$ cat src/rtl/ltile_fle_cfgchain_pkg.sv
// Shared definitions for the configurable fracturable logic element:
// configuration word field offsets and the flop D-source encoding.
package fle_cfg_pkg;

   typedef enum logic {
      D_LUT   = 1'b0,
      D_CHAIN = 1'b1
   } dsrc_e;

   // Word layout, LSB first: truth table, osel[1:0], dsel[1:0], frac_mode.
   function automatic int CFG_LEN_OF(input int k);
      return (1 << k) + 5;
   endfunction

   function automatic int TT_LSB(input int k);
      return 0 * k;
   endfunction

   function automatic int OSEL_LSB(input int k);
      return 1 << k;
   endfunction

   function automatic int DSEL_LSB(input int k);
      return (1 << k) + 2;
   endfunction

   function automatic int FRAC_BIT(input int k);
      return (1 << k) + 4;
   endfunction

endpackage

$ cat src/rtl/ltile_fle_cfgchain_shreg.sv
// Configuration shift register with a saturating bit counter; cfg_valid is
// raised only when prog_en drops after at least CFG_LEN shifts.
module fle_cfg_shreg #(
   parameter int CFG_LEN = 21
) (
   input  logic               clk,
   input  logic               reset_n,
   input  logic               prog_en,
   input  logic               ccff_head,
   output logic [CFG_LEN-1:0] cfg,
   output logic               ccff_tail,
   output logic               cfg_valid
);

   localparam int CNT_W = $clog2(CFG_LEN + 1);
   localparam logic [CNT_W-1:0] CNT_FULL = CNT_W'(CFG_LEN);

   logic [CNT_W-1:0] count;
   logic             prog_en_q;

   always_ff @(posedge clk) begin
      if (!reset_n) begin
         cfg       <= '0;
         count     <= '0;
         cfg_valid <= 1'b0;
         prog_en_q <= 1'b0;
      end else begin
         prog_en_q <= prog_en;
         if (prog_en) begin
            cfg <= {cfg[CFG_LEN-2:0], ccff_head};
            // A fresh prog_en burst restarts the count; this shift is bit 1.
            if (!prog_en_q) begin
               count     <= CNT_W'(1);
               cfg_valid <= 1'b0;
            end else if (count != CNT_FULL) begin
               count <= count + 1'b1;
            end
         end else if (prog_en_q) begin
            cfg_valid <= (count == CNT_FULL);
         end
      end
   end

   assign ccff_tail = cfg[CFG_LEN-1];

endmodule

$ cat src/rtl/ltile_fle_cfgchain.sv
// Fracturable K-input LUT with two user flops, scan path and output muxes,
// configured through a native shift chain whose outputs are gated until loaded.
module ltile_fle_cfgchain
   import fle_cfg_pkg::*;
#(
   parameter int LUT_K = 4
) (
   input  logic             clk,
   input  logic             reset_n,
   input  logic             prog_en,
   input  logic             ccff_head,
   output logic             ccff_tail,
   input  logic             Test_en,
   input  logic [LUT_K-1:0] fabric_in,
   input  logic             fabric_regin,
   input  logic             fabric_sc_in,
   output logic [1:0]       fabric_out,
   output logic             fabric_regout,
   output logic             fabric_sc_out,
   output logic             cfg_valid
);

   localparam int CFG_LEN = CFG_LEN_OF(LUT_K);
   localparam int TT_W    = 1 << LUT_K;
   localparam int TT_L    = TT_LSB(LUT_K);
   localparam int OSEL_L  = OSEL_LSB(LUT_K);
   localparam int DSEL_L  = DSEL_LSB(LUT_K);
   localparam int FRAC_B  = FRAC_BIT(LUT_K);

   logic [CFG_LEN-1:0] cfg;
   logic [TT_W-1:0]    tt;
   logic [1:0]         osel;
   logic [1:0]         dsel;
   logic               frac_mode;
   logic [LUT_K-1:0]   addr0;
   logic [LUT_K-1:0]   addr1;
   logic               lut0;
   logic               lut1;
   logic               ff0;
   logic               ff1;
   logic               out_en;
   dsrc_e              d0_src;
   dsrc_e              d1_src;

   fle_cfg_shreg #(
      .CFG_LEN (CFG_LEN)
   ) u_shreg (
      .clk       (clk),
      .reset_n   (reset_n),
      .prog_en   (prog_en),
      .ccff_head (ccff_head),
      .cfg       (cfg),
      .ccff_tail (ccff_tail),
      .cfg_valid (cfg_valid)
   );

   assign tt        = cfg[TT_L +: TT_W];
   assign osel      = cfg[OSEL_L +: 2];
   assign dsel      = cfg[DSEL_L +: 2];
   assign frac_mode = cfg[FRAC_B];
   assign d0_src    = dsrc_e'(dsel[0]);
   assign d1_src    = dsrc_e'(dsel[1]);

   // Fractured: the top address bit selects the half of the table instead of fabric_in.
   always_comb begin
      addr0 = fabric_in;
      addr1 = fabric_in;
      if (frac_mode) begin
         addr0 = {1'b0, fabric_in[LUT_K-2:0]};
         addr1 = {1'b1, fabric_in[LUT_K-2:0]};
      end
   end

   assign lut0 = tt[addr0];
   assign lut1 = tt[addr1];

   always_ff @(posedge clk) begin
      if (!reset_n) begin
         ff0 <= 1'b0;
         ff1 <= 1'b0;
      end else if (!prog_en) begin
         if (Test_en) begin
            ff0 <= fabric_sc_in;
            ff1 <= ff0;
         end else begin
            ff0 <= (d0_src == D_CHAIN) ? fabric_regin : lut0;
            ff1 <= (d1_src == D_CHAIN) ? ff0 : lut1;
         end
      end
   end

   assign out_en        = cfg_valid & ~prog_en;
   assign fabric_out[0] = out_en & (osel[0] ? ff0 : lut0);
   assign fabric_out[1] = out_en & (osel[1] ? ff1 : lut1);
   assign fabric_regout = ff1;
   assign fabric_sc_out = ff1;

endmodule

$ cat config.mk
export PLATFORM = sky130hd
export DESIGN_NAME = ltile_fle_cfgchain
export DESIGN_NICKNAME = d
export VERILOG_FILES = /design/src/rtl/ltile_fle_cfgchain_pkg.sv /design/src/rtl/ltile_fle_cfgchain_shreg.sv /design/src/rtl/ltile_fle_cfgchain.sv
export SDC_FILE = /design/constraint.sdc
export NUM_CORES = 1
export LEC_CHECK = 0
export CAP_MARGIN = 20
export CORE_ASPECT_RATIO = 1.2
export CORE_MARGIN = 5
export CORE_UTILIZATION = 30
export DETAILED_ROUTE_END_ITERATION = 12
export GPL_TIMING_DRIVEN = 1
export HOLD_SLACK_MARGIN = 0.12
export PLACE_DENSITY_LB_ADDON = 0.12
export REMOVE_ABC_BUFFERS = 1
export SYNTH_ARGS = -nofsm -noshare
export SYNTH_HDL_FRONTEND = slang
export SYNTH_SLANG_ARGS = --single-unit
$ cat constraint.sdc
create_clock -name clk -period 2.1 [get_ports clk]
set_clock_uncertainty 0.2 [all_clocks]
set_input_delay 0.42 -clock clk [delete_from_list [all_inputs] [get_ports clk]]
set_output_delay 0.42 -clock clk [all_outputs]
set_load 0.02 [all_outputs]
==> run metrics, run 1 <==
leakage dissipation 0.000807 uW; area share of the largest cell type after synthesis 41.3%; number of hold violations in the final report 0; CTS H-Tree Depth 2; post-route worst setup slack -0.274 ns; GRT Total Usage 10.8%; router iterations before antenna repair 4; Total Die Area 0.00634 sq mm; outcome finished, violations left; clock transition at the registers of the reported paths 0.07 ns; antenna violations before repair 0; Syn Inst Count 142; Cells after DPL 228; post-synth cell types 28; Post-Place Worst Slack -1.16 ns; number of enable-type register cells in the synthesized netlist 0; Critical Path End fabric_out[1]; global-route wire length before repair 5170 microns; root cell of the clock tree sky130_fd_sc_hd__clkbuf_8; share of the yosys chip area belonging to registers 41.3%; Starting Density 31.2%; Slew Limit Headroom 67.2%; Worst R2R Path Depth 4; post-synthesis async set-or-reset flop share 0%; worst IR drop on VDD 0.000433 V; Final Non-Filler Cells 236; Row Count 27; slack of the worst reg-to-reg path 0.48 ns; shortest period the worst path allows 2.37 ns; DRT Wirelength 3170 microns; number of buffers created by CTS 5; post-route antenna net violation count 0; Max Clock Freq 0.421 GHz; number of warnings reported in the yosys synthesis log 0; crit path launch u_shreg.cfg[13]$_SDFFE_PN0P_; final antenna diode count 0; pin count of the biggest net entering global routing 38; count of maximum capacitance violations 0; fin. max-slew vios 0; number of post-CTS setup repair buffers 0; capture instance of the worst register-to-register path fabric_regout$_SDFFE_PN0N_; total overflow reported by the global router 0; most area-hungry cell type in the Yosys netlist sky130_fd_sc_hd__dfxtp_1; number of port buffers 16; final non-filler cell area 0.00191 sq mm; data required time at the worst endpoint 1.48 ns; TritonCTS clock tree done; ratio of routed vias to standard cells 4.72; overall power consumption 1160 uW; source of the worst register-to-register timing path u_shreg.cfg[13]$_SDFFE_PN0P_; mean instance size in the synthesized netlist 10.2 sq um; category of the worst setup path capture point primary output; standard cell core area 0.00466 sq mm; total of flip-flops plus latches after synthesis 30; post-synthesis instance area 0.00145 sq mm; P&R area growth vs syn 31.3%; unrepaired setup endpoints after global routing true; end-of-flow core utilization 41.0%; # clock sinks 30; library cell with the highest instance count after synthesis sky130_fd_sc_hd__dfxtp_1; area post-placement 0.00179 sq mm; ratio of cells with drive above 1 in the final layout 26.4%; vias in the first global route 1076; power density of the placed cells 607 mW/mm^2; top area cells in the synthesized netlist sky130_fd_sc_hd__dfxtp_1 (41%), sky130_fd_sc_hd__mux2i_1 (17%), sky130_fd_sc_hd__nor2b_1 (9.9%), sky130_fd_sc_hd__mux4_1 (7.2%), sky130_fd_sc_hd__nand2_1 (2.3%); average detailed-routed wire length per instance 13.4 microns; height of the die 86.3 microns; critical path class register to primary output; Worst Hold Path Cells 2; slew at the pin closest to its max-slew limit 0.492 ns; arrival time reported for the critical path endpoint 1.75 ns; final weighted congestion of routability-driven global placement 0.748; total vias in the final route 1113; violated checks setup timing; DRC errors left 0; number of DRC markers in iteration 0 61; number of buffers on the longest clock path 2; start point of the worst min-delay path u_shreg.count[3]$_SDFFE_PN0P_; leading register cell type out of synthesis sky130_fd_sc_hd__dfxtp_1; Top-Level Pins 17; worst-path fanout max 2; half-perimeter wire length of the detailed placement result 2240 microns; launching element type of the critical path register; ratio of final minimum period to clock period 113%; path type of the worst min-delay path register to register; Final nets 190; setup violators final 2; Die X 73.6 microns; clock latency reported for the late side of the worst-skew pair 0.28 ns; leading cell types by count after synthesis sky130_fd_sc_hd__dfxtp_1 (30), sky130_fd_sc_hd__mux2i_1 (25), sky130_fd_sc_hd__nor2b_1 (23)
-- state kept, by name, indices dropped and copies added, names as in the netlist --
| signal | count |
|---|---|
| fabric_regout | 1 |
| ff0 | 1 |
| u_shreg.cfg | 21 |
| u_shreg.cfg_valid | 1 |
| u_shreg.count | 5 |
| u_shreg.prog_en_q | 1 |
-- worst max-delay path, cell delays in order, from the launching register on --
cell and delay [ns]:
sky130_fd_sc_hd__dfxtp_2 0.32, sky130_fd_sc_hd__mux4_2 0.49, sky130_fd_sc_hd__mux2i_4 0.19, sky130_fd_sc_hd__mux2i_2 0.11
sky130_fd_sc_hd__o211a_1 0.23, sky130_fd_sc_hd__buf_6 0.13
-- cell type report --
class / count / area (sq um)
multi-input cells: 103 / 830
inverters: 1 / 3.75
well taps: 58 / 72.6
clock inverters: 1 / 5.00
fillers: 458 / 2750
flip-flops and latches: 30 / 609
repair buffers: 36 / 303
clock buffers: 7 / 86.3
-- stage by stage --
step | setup TNS [ns] | hold slack [ns]
2_1_floorplan | -0.0144 | 0.271
3_3_place_gp | -2.90 | 0.294
3_5_place_dp | -2.91 | 0.308
4_1_cts | -0.584 | 0.320
5_1_grt | -0.702 | 0.349
6_report | -0.535 | 0.326
-- power breakdown --
group / internal (uW) / switching [uW]
Combinational: 55.2 / 45.4
Sequential: 576 / 7.13
Clock: 264 / 210
Total: 896 / 263
-- worst min path at each step --
stage	to	slack, ns
global placement	u_shreg.count[3]$_SDFFE_PN0P_	0.29
CTS	u_shreg.count[3]$_SDFFE_PN0P_	0.32
floorplan	u_shreg.count[3]$_SDFFE_PN0P_	0.27
finish	u_shreg.count[3]$_SDFFE_PN0P_	0.33
detailed placement	u_shreg.count[3]$_SDFFE_PN0P_	0.31
global route	u_shreg.count[3]$_SDFFE_PN0P_	0.35
-- per-layer routing --
| metal | global-route usage [%] | wire [microns] |
|---|---|---|
| met5 | 0 | 0 |
| met4 | 4.45 | 57 |
| met3 | 3.71 | 165 |
| met2 | 15.8 | 1410 |
| met1 | 14.2 | 1540 |
-- cell families (layout without fill, tap and decap cells) --
| group | after synthesis | in the layout | synth area share [%] |
|---|---|---|---|
| AOI/OAI and AO/OA | 21 | 21 | 9.55 |
| adders and majority gates | 2 | 2 | 1.72 |
| buffers and inverters | 9 | 45 | 2.84 |
| DFF | 30 | 30 | 41.3 |
| muxes | 29 | 29 | 24.4 |
| and+or+nand+nor | 51 | 51 | 20.1 |
-- cells in the final DEF (no fill, tap or decap), types with 4 or more instances in the layout --
cell,instances
sky130_fd_sc_hd__a21oi_1,5
sky130_fd_sc_hd__buf_4,21
sky130_fd_sc_hd__clkbuf_8,6
sky130_fd_sc_hd__clkdlybuf4s50_1,10
sky130_fd_sc_hd__dfxtp_1,23
sky130_fd_sc_hd__dfxtp_2,7
sky130_fd_sc_hd__mux2i_1,21
sky130_fd_sc_hd__mux4_2,4
sky130_fd_sc_hd__nand2_1,9
sky130_fd_sc_hd__nand2b_1,5
sky130_fd_sc_hd__nor2b_1,23
sky130_fd_sc_hd__o21ai_0,5
-- repair_timing --
action,CTS,global route
hold buffers,0,0
pin swaps,1,1
resized for setup,28,11
endpoints found under the setup margin,3,2
No activity file was read; power rests on OpenSTA's default activity.
==> inputs of run 2 (changes only) <==
--- a/config.mk
+++ b/config.mk
@@ -14,6 +14,7 @@
 export HOLD_SLACK_MARGIN = 0.12
 export PLACE_DENSITY_LB_ADDON = 0.12
 export REMOVE_ABC_BUFFERS = 1
+export SKIP_CTS_REPAIR_TIMING = 1
 export SYNTH_ARGS = -nofsm -noshare
 export SYNTH_HDL_FRONTEND = slang
 export SYNTH_SLANG_ARGS = --single-unit
==> run 2 against run 1 <==
Sequential share of layout area shrank 0.20 points. Sequential cell count unchanged. Via count fell by 1.3%. Largest power group unchanged. Non-clock buffer count did not move. The flow still finishes with violations (setup timing).
==> run metrics, run 2 (synthesized netlist as in run 1, its figures left out) <==
Slew Limit Headroom 66.9% (-0.29 points); setup violators final 2 (unchanged); cell-by-cell trace of the critical path dlymetal6s2s_1 -> mux4_2 -> mux2i_4 -> mux2i_2 -> o211a_1 -> buf_6; # clock sinks 30 (unchanged); ratio of final minimum period to clock period 114% (+1.3 points); Largest regs u_shreg.cfg x21, u_shreg.count x5; critical path class input pin to primary output; worst IR drop on VDD 0.000432 V (about the same); number of port buffers 16 (unchanged); post-route worst setup slack -0.301 ns (-0.0269 ns); final antenna diode count 0 (unchanged); root cell of the clock tree sky130_fd_sc_hd__clkbuf_8; standard cell core area 0.00466 sq mm (unchanged); CP max stage cell sky130_fd_sc_hd__mux4_2; vias in the first global route 1081 (+0.46%); Starting Density 31.2% (unchanged); shortest period the worst path allows 2.40 ns (+0.0269 ns); Worst R2R Path Depth 4 (unchanged); outcome finished, violations left; final non-filler cell area 0.00191 sq mm (-0.20%); arrival time reported for the critical path endpoint 1.78 ns (+0.03 ns); capture instance of the worst register-to-register path fabric_regout$_SDFFE_PN0N_; Setup TNS Final -0.576 ns (-0.0408 ns); fin. max-slew vios 0 (unchanged); end-of-flow core utilization 40.9% (-0.081 points); most common library cell in the layout ignoring fill and taps sky130_fd_sc_hd__dfxtp_1; met2 global-route usage 16.0% (+0.16 points); register with the most flip-flops u_shreg.cfg; global routing usage on met1 13.5% (-0.71 points); Die X 73.6 microns (unchanged); TritonCTS clock tree done; unrepaired setup endpoints after global routing true; violated checks setup timing; Max Clock Freq 0.417 GHz (-1.1%); category of the worst setup path capture point primary output; post-route antenna net violation count 0 (unchanged); Post-Place Worst Slack -1.16 ns (unchanged); slew at the pin closest to its max-slew limit 0.496 ns (+0.00434 ns); DRC errors left 0 (unchanged); number of hold violations in the final report 0 (unchanged); router iterations before antenna repair 4 (unchanged); clock latency reported for the late side of the worst-skew pair 0.28 ns (about the same); Top Usage Layer GRT met2; total overflow reported by the global router 0 (unchanged); Final nets 190 (unchanged); average detailed-routed wire length per instance 13.4 microns (about the same); Worst Hold Path Cells 2 (unchanged); slack of the worst reg-to-reg path 0.47 ns (about the same); CTS H-Tree Depth 2 (unchanged); pin count of the biggest net entering global routing 38 (unchanged); Total Die Area 0.00634 sq mm (unchanged); Worst Hold Path EP u_shreg.count[3]$_SDFFE_PN0P_; total vias in the final route 1098 (-1.3%); worst-path fanout max 2 (unchanged); flip-flop count of the largest register, all copies and words added 21 (unchanged); ratio of cells with drive above 1 in the final layout 23.6% (-2.8 points); overall power consumption 1160 uW (about the same); P&R area growth vs syn 31.1%; height of the die 86.3 microns (unchanged); GRT Total Usage 10.6% (-0.19 points); number of DRC markers in iteration 0 57 (-6.6%); start point of the worst min-delay path u_shreg.count[3]$_SDFFE_PN0P_; path type of the worst min-delay path register to register; filler cell count 459 (+0.22%); Row Count 27 (unchanged); antenna violations before repair 0 (unchanged); number of buffers created by CTS 5 (unchanged); met3 Track Usage GR 3.71% (unchanged); area post-placement 0.00179 sq mm (unchanged); final weighted congestion of routability-driven global placement 0.748 (unchanged); largest stage delay on the critical path 0.54 ns (+0.05 ns); number of buffers on the longest clock path 2 (unchanged); clock transition at the registers of the reported paths 0.06 ns (about the same); data required time at the worst endpoint 1.48 ns (about the same); launching element type of the critical path input pin; Top-Level Pins 17 (unchanged); leakage dissipation 0.000814 uW (+0.79%); count of maximum capacitance violations 0 (unchanged); DRT Wirelength 3170 microns (about the same); power density of the placed cells 608 mW/mm^2 (+0.22%); commonest cells after routing, fill and taps aside sky130_fd_sc_hd__dfxtp_1 (27), sky130_fd_sc_hd__nor2b_1 (23), sky130_fd_sc_hd__mux2i_1 (21); ratio of routed vias to standard cells 4.65 (-1.3%); global-route wire length before repair 5090 microns (-1.5%); half-perimeter wire length of the detailed placement result 2240 microns (unchanged); source of the worst register-to-register timing path u_shreg.cfg[13]$_SDFFE_PN0P_
## run 2: cell types whose count changed in the layout (fill, tap and decap cells not counted)
cell                             previous run  this run
sky130_fd_sc_hd__clkbuf_4                   0         1
sky130_fd_sc_hd__buf_6                      2         1
sky130_fd_sc_hd__dlymetal6s2s_1             1         2
sky130_fd_sc_hd__dfxtp_1                   23        27
sky130_fd_sc_hd__dfxtp_2                    7         3
sky130_fd_sc_hd__buf_4                     21        20
## run 2: report_power, final
| group | switching (uW) | total, uW | internal, uW | leakage [uW] |
|---|---|---|---|---|
| Clock | 210 | 474 | 264 | 0.0000482 |
| Combinational | 45.7 | 101 | 55.8 | 0.000521 |
| Sequential | 7.00 | 583 | 576 | 0.000244 |
## run 2: area by class of cell
cell class	count	area [sq um]	share of cell area (%)
clock buffers	7	86.3	4.53
clock inverters	1	5.00	0.263
inverters	1	3.75	0.197
multi-input cells	103	830	43.5
flip-flops and latches	30	604	31.7
well taps	58	72.6	3.81
repair buffers	36	304	16.0
## run 2: stage by stage
step                hold slack [ns]  std cells
floorplan                     0.271        134
global placement              0.294        228
detailed placement            0.308        228
CTS                           0.320        236
global route                  0.349        236
finish                        0.326        236
## run 2: critical path: cells and delay by family
kind / cells / cell delay, ns
multiplexers: 3 / 0.84
AO/OA/AOI/OAI: 1 / 0.25
buffers and inverters: 2 / 0.26
## run 2: worst max path at each step
stage / depth (start not counted) / start / endpoint
finish: 6 / fabric_in[2] / fabric_out[1]
detailed placement: 6 / fabric_in[0] / fabric_out[1]
CTS: 6 / fabric_in[0] / fabric_out[1]
floorplan: 4 / fabric_in[0] / fabric_out[0]
global placement: 6 / fabric_in[0] / fabric_out[0]
global route: 5 / u_shreg.cfg[5]$_SDFFE_PN0P_ / fabric_out[1]
## run 2: routing by layer
layer | routed length [microns] | share of wire (%)
met5 | 0 | 0
met2 | 1420 | 45
met4 | 55 | 1.7
met3 | 181 | 5.7
met1 | 1510 | 48
==> inputs of run 3 (changes only) <==
--- a/config.mk
+++ b/config.mk
@@ -13,7 +13,6 @@
 export GPL_TIMING_DRIVEN = 1
 export HOLD_SLACK_MARGIN = 0.12
 export PLACE_DENSITY_LB_ADDON = 0.12
-export REMOVE_ABC_BUFFERS = 1
 export SKIP_CTS_REPAIR_TIMING = 1
 export SYNTH_ARGS = -nofsm -noshare
 export SYNTH_HDL_FRONTEND = slang
==> constraint.sdc (replaced) <==
create_clock -name clk -period 2.7 [get_ports clk]
set_clock_uncertainty 0.2 [all_clocks]
set_input_delay 0.54 -clock clk [delete_from_list [all_inputs] [get_ports clk]]
set_output_delay 0.54 -clock clk [all_outputs]
set_load 0.02 [all_outputs]
==> run 3 against run 2 <==
The flow now finishes without violations. Setup slack better by 0.42 ns. Cell count is 5.5% lower. Critical path type unchanged. Largest power group unchanged. Sequential power is 22% lower. Worst hold slack worse by 0.0039 ns. Critical path depth stayed put.
==> run metrics, run 3 (synthesized netlist as in run 1, its figures left out) <==
outcome complete, no violations; number of DRC markers in iteration 0 38 (-33%); category of the worst setup path capture point primary output; number of buffers on the longest clock path 2 (unchanged); leakage dissipation 0.000727 uW (-11%); filler cell count 474 (+3.3%); CTS H-Tree Depth 2 (unchanged); Worst Hold Path Cells 2 (unchanged); fin. max-slew vios 0 (unchanged); cell-by-cell trace of the critical path buf_6 -> mux4_2 -> mux2i_1 -> mux2i_1 -> o211a_1 -> buf_4; data required time at the worst endpoint 1.96 ns (+0.48 ns); antenna violations before repair 0 (unchanged); global-route wire length before repair 5020 microns (-1.4%); post-route antenna net violation count 0 (unchanged); CP max stage cell sky130_fd_sc_hd__mux4_2; final non-filler cell area 0.00177 sq mm (-6.9%); shortest period the worst path allows 2.58 ns; setup violators final 0 (-2); flip-flop count of the largest register, all copies and words added 21 (unchanged); area post-placement 0.00169 sq mm (-5.6%); Largest regs u_shreg.cfg x21, u_shreg.count x5; root cell of the clock tree sky130_fd_sc_hd__clkbuf_8; vias in the first global route 1059 (-2.0%); number of port buffers 16 (unchanged); launching element type of the critical path input pin; Die X 73.6 microns (unchanged); Top-Level Pins 17 (unchanged); critical path class input pin to primary output; pin count of the biggest net entering global routing 38 (unchanged); ratio of cells with drive above 1 in the final layout 14.5% (-9.1 points); Slew Limit Headroom 63.8% (-3.2 points); synthesized net count 155; cell repeated most along the worst path sky130_fd_sc_hd__mux2i_1; Worst R2R Path Depth 6 (+2); # clock sinks 30 (unchanged); DRC errors left 0 (unchanged); clock transition at the registers of the reported paths 0.07 ns (about the same); Total Die Area 0.00634 sq mm (unchanged); average detailed-routed wire length per instance 13.6 microns (+1.6%); Final nets 177 (-6.8%); power density of the placed cells 509 mW/mm^2 (-16%); total overflow reported by the global router 0 (unchanged); count of maximum capacitance violations 0 (unchanged); Post-Place Worst Slack -0.853 ns (+0.306 ns); Starting Density 31.2% (unchanged); total vias in the final route 1067 (-2.8%); half-perimeter wire length of the detailed placement result 2170 microns (-3.1%); largest stage delay on the critical path 0.49 ns (-0.05 ns); ratio of routed vias to standard cells 4.78 (+2.8%); unrepaired setup endpoints after global routing false; GRT Total Usage 10.4% (-0.16 points); TritonCTS clock tree done; P&R area growth vs syn 22.0%; standard cell core area 0.00466 sq mm (unchanged); number of buffers created by CTS 5 (unchanged); final antenna diode count 0 (unchanged); path type of the worst min-delay path register to register; slew at the pin closest to its max-slew limit 0.542 ns (+0.0459 ns); clock latency reported for the late side of the worst-skew pair 0.28 ns (about the same); slack of the worst reg-to-reg path 0.84 ns (+0.37 ns); height of the die 86.3 microns (unchanged); DRT Wirelength 3040 microns (-4.0%); router iterations before antenna repair 4 (unchanged); worst IR drop on VDD 0.000225 V (-48%); post-route worst setup slack 0.120 ns (+0.421 ns); worst-path fanout max 4 (+2); commonest cells after routing, fill and taps aside sky130_fd_sc_hd__dfxtp_1 (30), sky130_fd_sc_hd__mux2i_1 (24), sky130_fd_sc_hd__nor2b_1 (23); number of hold violations in the final report 0 (unchanged); most common library cell in the layout ignoring fill and taps sky130_fd_sc_hd__dfxtp_1; register with the most flip-flops u_shreg.cfg; ratio of final minimum period to clock period 95.5%; arrival time reported for the critical path endpoint 1.84 ns (+0.06 ns); Row Count 27 (unchanged); Max Clock Freq 0.388 GHz; final weighted congestion of routability-driven global placement 0.770 (+3.0%)
## run 3: changes by cell type in the layout (fill, tap and decap cells not counted), moves of 3 or more
cell and delta:
sky130_fd_sc_hd__buf_4 -12, sky130_fd_sc_hd__dfxtp_1 +3, sky130_fd_sc_hd__dfxtp_2 -3, sky130_fd_sc_hd__mux2i_1 +3
## run 3: routing by layer
| layer | vias up | GRT usage [%] | wire, microns |
|---|---|---|---|
| met1 | 493 | 12.5 | 1410 |
| met5 | - | 0 | 0 |
| li1 | 549 | - | - |
| met2 | 21 | 16.2 | 1430 |
| met4 | 0 | 4.94 | 46 |
| met3 | 4 | 3.94 | 155 |
## run 3: worst paths after layout
kind	from	endpoint
hold reg to reg	u_shreg.count[3]$_SDFFE_PN0P_	u_shreg.count[3]$_SDFFE_PN0P_
hold / removal	u_shreg.count[3]$_SDFFE_PN0P_	u_shreg.count[3]$_SDFFE_PN0P_
setup reg to reg	u_shreg.cfg[7]$_SDFFE_PN0P_	fabric_regout$_SDFFE_PN0N_
setup / recovery	fabric_in[0]	fabric_out[0]
## run 3: critical path: cells and delay by family
kind            cells  cell delay (ns)
buf+inv             2             0.25
compound gates      1             0.24
mux                 3             0.81
## run 3: final cells by class
cell class	count	area [sq um]	area share, %
inverter	1	3.75	0.212
clock inverter	2	12.5	0.705
sequential	30	601	33.9
tap	58	72.6	4.09
clock buffer	6	82.6	4.65
timing repair buffer	23	201	11.4
multi-input combinational	103	801	45.1
## run 3: power breakdown
| group | switching [uW] | internal [uW] |
|---|---|---|
| Sequential | 5.94 | 448 |
| Combinational | 33.3 | 41.7 |
| Clock | 169 | 205 |
## run 3: metrics by stage
stage                     utilization (%)  instances  hold slack (ns)  setup TNS (ns)  power (uW)
after floorplan                         -        142            0.271               0         507
after global placement               36.3        214            0.296           -1.58         537
after detailed placement             36.3        214            0.313           -1.70         539
after CTS                            38.4        222            0.327           -1.71         917
after global routing                 38.1        223            0.371               0         948
final                                38.1        223            0.322               0         902
